[config.mk]
export PLATFORM = sky130hd
export DESIGN_NAME = encode42_key
export DESIGN_NICKNAME = d
export VERILOG_FILES = /design/src/rtl/encode42_key.sv
export SDC_FILE = /design/constraint.sdc
export NUM_CORES = 1
export LEC_CHECK = 0
export CORE_UTILIZATION = 56
export DETAILED_ROUTE_END_ITERATION = 10
export GPL_TIMING_DRIVEN = 0
export PLACE_DENSITY = 0.73
export SKIP_CTS_REPAIR_TIMING = 1
export SYNTH_ARGS = -nofsm -noshare
export SYNTH_HDL_FRONTEND = slang
export SYNTH_SLANG_ARGS = --single-unit
[constraint.sdc]
create_clock -name clk -period 3.5 [get_ports clk]
set_clock_uncertainty 0.1 [all_clocks]
set_input_delay 1.05 -clock clk [delete_from_list [all_inputs] [get_ports clk]]
set_output_delay 1.05 -clock clk [all_outputs]
set_load 0.05 [all_outputs]
[src/rtl/encode42_key.sv]
// Four raw push-buttons to 2-bit key codes: per-key synchroniser and debounce,
// press-edge detection, priority encode (key[3] highest), one-deep valid/ready output.
module encode42_key #(
  parameter  int DEBOUNCE_CYC = 1_000_000,
  localparam int CNT_W        = $clog2(DEBOUNCE_CYC + 1)
) (
  input  logic       clk,
  input  logic       rst,
  input  logic [3:0] key,
  output logic [3:0] key_state,
  output logic [1:0] code,
  output logic       code_valid,
  input  logic       code_ready,
  output logic       drop
);

  typedef enum logic {
    IDLE = 1'b0,
    HOLD = 1'b1
  } state_e;

  localparam logic [CNT_W-1:0] CNT_LAST = CNT_W'(DEBOUNCE_CYC - 1);

  logic [3:0]            s1_q, s2_q;
  logic [3:0]            key_state_q, key_state_d;
  logic [3:0]            ks_q;
  logic [3:0][CNT_W-1:0] cnt_q, cnt_d;
  logic [1:0]            code_q, code_d;
  logic                  drop_q, drop_d;
  state_e                state_q, state_d;

  logic [3:0] press;
  logic       evt;
  logic       multi;
  logic [1:0] ecode;

  // A level is accepted only after it has differed from the stable level
  // for DEBOUNCE_CYC consecutive cycles; any return to stable restarts the count.
  always_comb begin
    // NOTE: every combinational output gets a default first, so no path can infer a latch.
    key_state_d = key_state_q;
    cnt_d       = cnt_q;
    for (int i = 0; i < 4; i++) begin
      if (s2_q[i] == key_state_q[i]) begin
        cnt_d[i] = '0;
      end else if (cnt_q[i] == CNT_LAST) begin
        key_state_d[i] = s2_q[i];
        cnt_d[i]       = '0;
      end else begin
        cnt_d[i] = cnt_q[i] + 1'b1;
      end
    end
  end

  assign press = key_state_q & ~ks_q;
  assign evt   = |press;
  assign multi = (press & (press - 4'd1)) != 4'd0;

  always_comb begin
    ecode = 2'd0;
    for (int i = 0; i < 4; i++) begin
      if (press[i]) ecode = 2'(i);
    end
  end

  // Output holding register: a press arriving while a stalled code is held is lost.
  always_comb begin
    state_d = state_q;
    code_d  = code_q;
    drop_d  = evt & multi;
    case (state_q)
      IDLE: begin
        if (evt) begin
          code_d  = ecode;
          state_d = HOLD;
        end
      end
      HOLD: begin
        if (code_ready) begin
          if (evt) code_d = ecode;
          else     state_d = IDLE;
        end else if (evt) begin
          drop_d = 1'b1;
        end
      end
      default: state_d = IDLE;
    endcase
  end

  always_ff @(posedge clk) begin
    // NOTE: sequential state uses non-blocking assignments so all flops update from pre-edge values.
    if (rst) begin
      s1_q        <= '0;
      s2_q        <= '0;
      key_state_q <= '0;
      ks_q        <= '0;
      cnt_q       <= '0;
      code_q      <= '0;
      drop_q      <= 1'b0;
      state_q     <= IDLE;
    end else begin
      s1_q        <= key;
      s2_q        <= s1_q;
      key_state_q <= key_state_d;
      ks_q        <= key_state_q;
      cnt_q       <= cnt_d;
      code_q      <= code_d;
      drop_q      <= drop_d;
      state_q     <= state_d;
    end
  end

  assign key_state  = key_state_q;
  assign code       = code_q;
  assign code_valid = (state_q == HOLD);
  assign drop       = drop_q;

endmodule

==> results by group, run 1 <==
Setup path
  – Critical path's slowest cell: clkdlybuf4s50_1
  – Crit path max-delay family: buffers and inverters
  – Crit start category: register
  – Reg2reg setup slack: about 1.3 ns
  – Critical Setup Path Class: register to output port
  – CP required: ~2.4 ns
  – Crit path arrival time: ~1.6 ns
  – CP Depth: 1
  – Critical Path Fanout Max: 4
  – Reg2reg end: cnt_q[13]$_SDFF_PP0_
  – CP endpoint kind: output port
  – Crit-path cells: clkdlybuf4s50_1
  – Critical path's largest stage delay: ~0.84 ns
  – Worst Reg-to-Reg Cells: 7
  – Reg-to-reg critical path startpoint: cnt_q[0]$_SDFF_PP0_
  – WP buf/inv: 1

Detailed routing
  – Average wire per standard cell: 12.90 um
  – Post-route ant nets: 0
  – Via density per instance: ~5.5
  – DR pass1 iterations: 4
  – DR vias: about 3400
  – Initial detailed-routing violation count: 122
  – Final wirelength: between 7000 and 8000 um
  – Remaining DRCs: 0

Synth
  – Simple-gate portion of the synthesized area: 0.2954
  – Net Count, Synth: around 500
  – Xor and xnor fraction of the mapped netlist area: 0.1281
  – Post-Synth Adder-Cell Area: 0.01162
  – Mapped Area: 4308 um^2
  – Post-synthesis cell type count: 41
  – Main flop type after synthesis: dfxtp_1
  – Mapped Cells: between 400 and 500
  – Post-synthesis sequential area ratio: 0.4647
  – Share of synthesized flip-flops with an asynchronous set or reset: 0
  – Warnings, synthesis: 0
  – Compound-Gate Fraction of Synth Area: 0.06303
  – Largest family of logic cells by synthesized area: simple AND/OR/NAND/NOR gates
  – Mux share of post-synthesis cell area: 0.002614
  – #FFs+latches synth: 100
  – Post-synth EDFFs: 0
  – Mean post-synth cell area: between 8 and 9 um^2

Floorplanning
  – Starting Density: 0.5876
  – Die area: 8047 um^2
  – Core area: between 7000 and 8000 um^2
  – Row count: 31
  – I/O pins: 15
  – Die Width: about 90 um
  – Die height: around 90 um

Global route
  – Gr usage total: 0.2104
  – Vias in the first global route: roughly 3200
  – Largest net degree at the start of global routing: 16
  – Congestion Overflow GR: 0
  – Global-route wire length before repair: around 14000 um
  – Initial antenna violation count: 0

Final layout
  – Final nets: approximately 530
  – Layout cells sized above 1: 0.05588
  – Final Cell Area: around 4800 um^2
  – Area Growth Syn to Fin: 11.68%
  – Most frequent cells in the layout: dfxtp_1 (100), nor2_1 (87), xnor2_1 (54)
  – N_diodes: 0
  – Footprint of the multi-input gates: approximately 2200 um^2
  – Most common cell after layout, fill and taps aside: dfxtp_1
  – FF/Latch Area: between 2000 and 2500 um^2
  – Fill cells: 614

Timing
  – Pin slew with the least headroom to its limit: about 0.57 ns
  – Final hold vios: 0
  – FMAX: approximately 0.36 GHz
  – Slew headroom: 0.6197
  – WHS: 0.3437 ns
  – RSZ-0062 raised after global routing: no
  – Tmin final: roughly 2.8 ns
  – Final setup violation count: 0
  – Max Slew Vio Count: 0
  – Setup TNS: 0 ns
  – Fin crit share: 0.7929

Placement
  – GPL Wtd Cong: slightly above 0.8
  – Post-DP HPWL: between 5000 and 6000 um
  – Placed cell area: 4572 um^2
  – IO Port Bufs: 14

Hold path
  – Hold wc startpoint: s1_q[3]$_SDFF_PP0_
  – Worst Hold Depth: 1
  – Worst Hold Path EP: s2_q[3]$_SDFF_PP0_
  – HP Class: register to register

Clocking
  – H-tree depth: 3
  – CTS buffer count: 9
  – Clock Pin Slew Worst Setup and Hold Paths: 0.10 ns
  – Clock latency on the worst-skew pair: 0.37 ns
  – Root buffer cell: clkbuf_8
  – Sink Count: 100
  – Clock buffer depth: 2
  – CTS tree: yes

Run status
  – Status: finished clean

Power
  – PwrDens: about 420 nW/um^2
  – Pleak: between 1 and 1.5 nW
  – Worst VDD drop: between 0.0002 and 0.00025 V

Job
  – Max Cap Viol: 0
-- synthesized netlist by cell type, types with 5 or more instances --
cell | count | area (um^2)
a21oi_1 | 12 | 60.06
clkbuf_1 | 10 | 37.54
dfxtp_1 | 100 | 2002
inv_1 | 24 | 90.09
nand2_1 | 18 | 67.56
nand2b_1 | 6 | 37.54
nand3_1 | 28 | 140.1
nand4_1 | 16 | 100.1
nor2_1 | 87 | 326.6
nor2b_1 | 15 | 93.84
nor3_1 | 14 | 70.07
nor4_1 | 23 | 143.9
o21ai_0 | 11 | 55.05
or3_1 | 5 | 31.28
or4_1 | 6 | 45.04
xnor2_1 | 54 | 473.0
xor2_1 | 9 | 78.83
-- worst register-to-register path, cell delays in order, from the launching register on --
cell and delay (ns):
dfxtp_1 0.38, ha_1 0.20, nand3_1 0.24, or2_2 0.37, buf_2 0.17, o21ai_2 0.33, buf_2 0.29, nor2_1 0.08
-- cell families (layout without fill, tap and decap cells) --
family | count (synthesis) | count (layout)
xor gates and xnor gates | 63 | 63
muxes | 1 | 1
adders and majority gates | 4 | 4
DFF | 100 | 100
buffers and inverters | 37 | 66
and+or+nand+nor | 243 | 243
AOI/OAI and AO/OA | 42 | 42
-- report_power, final --
part	internal, mW	switching [mW]	leakage, nW
Clock	0.491	0.378	0.116
Sequential	1.14	0.00322	0.807
Combinational	0.0125	0.0165	0.444
Total	1.65	0.397	1.37
-- area by class of cell --
class	count	share of cell area
Multi-Input combinational cell	353	0.4484
Sequential cell	100	0.4161
Clock buffer	11	0.02939
Timing Repair Buffer	14	0.02913
Tap cell	99	0.02575
Clock inverter	4	0.02029
Inverter	24	0.01873
Buffer	13	0.01222
-- routing by layer --
metal	routed length, um	track usage	up-vias
met3	332	0.05584	13
met2	3670	0.3436	64
met4	127	0.08197	0
met1	3841	0.2649	1586
li1	-	-	1752
met5	0	0	-
-- state kept, by name, indices dropped and copies added (netlist names) --
signal	flops
s2_q	4
s1_q	4
code	2
ks_q	4
cnt_q	80
drop	1
code_valid	1
key_state	4
-- stage by stage --
stage | power (mW) | cells | util | setup slack [ns]
after global placement | 1.200 | 603 | 0.6237 | 0.5074
after floorplan | 1.188 | 490 | - | 1.452
final | 2.043 | 618 | 0.6563 | 0.7250
after CTS | 2.064 | 618 | 0.6563 | 0.6998
after global routing | 2.113 | 618 | 0.6563 | 0.6588
after detailed placement | 1.201 | 603 | 0.6237 | 0.4644
-- worst max-delay path by stage --
stage                              startpoint                   end  slack [ns]
finish              key_state[1]$_SDFFE_PP0P_          key_state[1]        0.72
floorplan                                 rst  cnt_q[64]$_SDFF_PP0_        1.45
global placement                          rst  cnt_q[70]$_SDFF_PP0_        0.51
CTS                 key_state[1]$_SDFFE_PP0P_          key_state[1]        0.70
global route        key_state[1]$_SDFFE_PP0P_          key_state[1]        0.66
detailed placement                        rst  cnt_q[69]$_SDFF_PP0_        0.46
(Power assumes the default switching activity.)
==> inputs of run 2 (changes only) <==
--- a/config.mk
+++ b/config.mk
@@ -5,10 +5,10 @@
 export SDC_FILE = /design/constraint.sdc
 export NUM_CORES = 1
 export LEC_CHECK = 0
-export CORE_UTILIZATION = 56
+export CORE_UTILIZATION = 54
 export DETAILED_ROUTE_END_ITERATION = 10
 export GPL_TIMING_DRIVEN = 0
-export PLACE_DENSITY = 0.73
+export PLACE_DENSITY = 0.74
 export SKIP_CTS_REPAIR_TIMING = 1
 export SYNTH_ARGS = -nofsm -noshare
 export SYNTH_HDL_FRONTEND = slang
==> constraint.sdc (replaced) <==
create_clock -name clk -period 2.27 [get_ports clk]
set_clock_uncertainty 0.1 [all_clocks]
set_input_delay 0.681 -clock clk [delete_from_list [all_inputs] [get_ports clk]]
set_output_delay 0.681 -clock clk [all_outputs]
set_load 0.05 [all_outputs]
==> results by group, run 2 (synthesis results as in run 1) <==
Run status
  – Status: finished clean

Clocking
  – Clock Pin Slew Worst Setup and Hold Paths: 0.10 ns
  – Root buffer cell: clkbuf_8
  – Sink Count: 100
  – CTS tree: yes
  – Clock latency on the worst-skew pair: roughly 0.36 ns
  – Clock buffer depth: 2
  – H-tree depth: 3
  – CTS buffer count: 9

Global route
  – Initial antenna violation count: 0
  – Largest net degree at the start of global routing: 18
  – Vias in the first global route: between 3000 and 4000
  – Global-route wire length before repair: between 10000 and 15000 um
  – Congestion Overflow GR: 0
  – Gr usage total: 0.2038

Timing
  – RSZ-0062 raised after global routing: no
  – Final worst slack: ~0.17 ns
  – Fin crit share: 0.9261
  – Pin slew with the least headroom to its limit: 0.6032 ns
  – Setup TNS: 0 ns
  – FMAX: roughly 0.48 GHz
  – Max Slew Vio Count: 0
  – Final hold vios: 0
  – Tmin final: between 2 and 2.5 ns
  – Slew headroom: 0.5942
  – Final setup violation count: 0
  – WHS: roughly 0.33 ns

Setup path
  – Crit start category: register
  – Reg-to-reg critical path startpoint: cnt_q[0]$_SDFF_PP0_
  – Reg2reg setup slack: between 0.15 and 0.2 ns
  – Critical Setup Path Class: register to register
  – WP buf/inv: 2
  – Critical path's largest stage delay: around 0.39 ns
  – CP endpoint kind: register
  – Crit path arrival time: 2.25 ns
  – Crit path max-delay family: simple AND/OR/NAND/NOR gates
  – Critical path's slowest cell: dfxtp_1
  – Most frequent CP cell: buf_2
  – CP required: 2.42 ns
  – Critical Path Fanout Max: 10
  – Crit-path cells: ha_1, nand3_2, or2_2, buf_2, o21ai_4, buf_2, nor2_1
  – Start point of the critical path: cnt_q[0]$_SDFF_PP0_

Power
  – Pleak: about 1.5 nW
  – PwrDens: 635.9 nW/um^2
  – Design Power: a little over 3 mW
  – Worst VDD drop: around 0.00050 V

Placement
  – IO Port Bufs: 14
  – Post-DP HPWL: around 5500 um
  – Worst slack, placed: -0.3862 ns
  – GPL Wtd Cong: 0.8027

Detailed routing
  – DR pass1 iterations: 4
  – Remaining DRCs: 0
  – Met2 wire len: 3888 um
  – Metal3 WL: 306 um
  – Average wire per standard cell: approximately 13 um
  – Met1 wire length: approximately 3700 um
  – DR vias: 3434
  – Post-route ant nets: 0
  – Initial detailed-routing violation count: approximately 110
  – Top sig layer: met4
  – Final wirelength: between 8000 and 9000 um
  – Via density per instance: 5.521

Final layout
  – Area Growth Syn to Fin: 12.37%
  – Largest register FFs: 80
  – FF/Latch Area: around 2000 um^2
  – Biggest register: cnt_q
  – Layout cells sized above 1: 0.07500
  – Footprint of the multi-input gates: around 2200 um^2
  – Final nets: between 500 and 600
  – Fill cells: around 670
  – Most common cell after layout, fill and taps aside: dfxtp_1
  – Most frequent cells in the layout: dfxtp_1 (100), nor2_1 (87), xnor2_1 (54)
  – N_diodes: 0

Floorplanning
  – Core area: between 7000 and 8000 um^2
  – Row count: 32
  – Starting Density: 0.5575
  – I/O pins: 15
  – Die height: around 91 um
  – Die area: around 8300 um^2
  – Die Width: a little over 90 um

Hold path
  – HP Class: register to register
  – Hold wc startpoint: s1_q[1]$_SDFF_PP0_

Job
  – Max Cap Viol: 0
-- run 2: cell types whose count changed in the layout (fill, tap and decap cells not counted), moves of 7 or more --
| cell | before | now |
|---|---|---|
| clkbuf_1 | 11 | 3 |
| clkdlybuf4s50_1 | 14 | 6 |
| dlymetal6s2s_1 | 0 | 8 |
| clkbuf_2 | 0 | 7 |
-- run 2: final timing paths --
path | cells past startpoint | to
min reg2reg | 1 | s2_q[1]$_SDFF_PP0_
max reg2reg | 7 | cnt_q[11]$_SDFF_PP0_
max | 7 | cnt_q[11]$_SDFF_PP0_
min | 1 | s2_q[1]$_SDFF_PP0_
-- run 2: worst reg2reg max path, stage by stage (launching register included) --
cell and delay (ns):
dfxtp_1 0.39, ha_1 0.22, nand3_2 0.18, or2_2 0.34
buf_2 0.18, o21ai_4 0.25, buf_2 0.27, nor2_1 0.07
-- run 2: stage by stage --
stage | std cells | area, um^2 | utilization
floorplan | 490 | 4308 | -
global placement | 606 | 4576 | 0.5921
detailed placement | 606 | 4576 | 0.5921
CTS | 622 | 4800 | 0.6211
global route | 622 | 4841 | 0.6265
finish | 622 | 4841 | 0.6265
-- run 2: where the power goes --
part / switching (mW) / leakage [nW] / internal, mW / total, mW
Sequential: 0.00510 / 0.807 / 1.76 / 1.77
Clock: 0.637 / 0.107 / 0.629 / 1.27
Combinational: 0.0253 / 0.614 / 0.0204 / 0.0457
-- run 2: area by class of cell --
type / instances / area share
tap: 102 / 0.02636
timing repair buffer: 14 / 0.03308
clock buffer: 9 / 0.02559
multi-input combinational: 353 / 0.4482
inverter: 24 / 0.01861
sequential: 100 / 0.4135
buffer: 13 / 0.01396
clock inverter: 7 / 0.02068
-- run 2: per-layer routing --
layer | GRT usage | vias up
met3 | 0.05276 | 11
li1 | - | 1746
met2 | 0.3453 | 59
met1 | 0.2542 | 1618
met5 | 0 | -
met4 | 0.06085 | 0
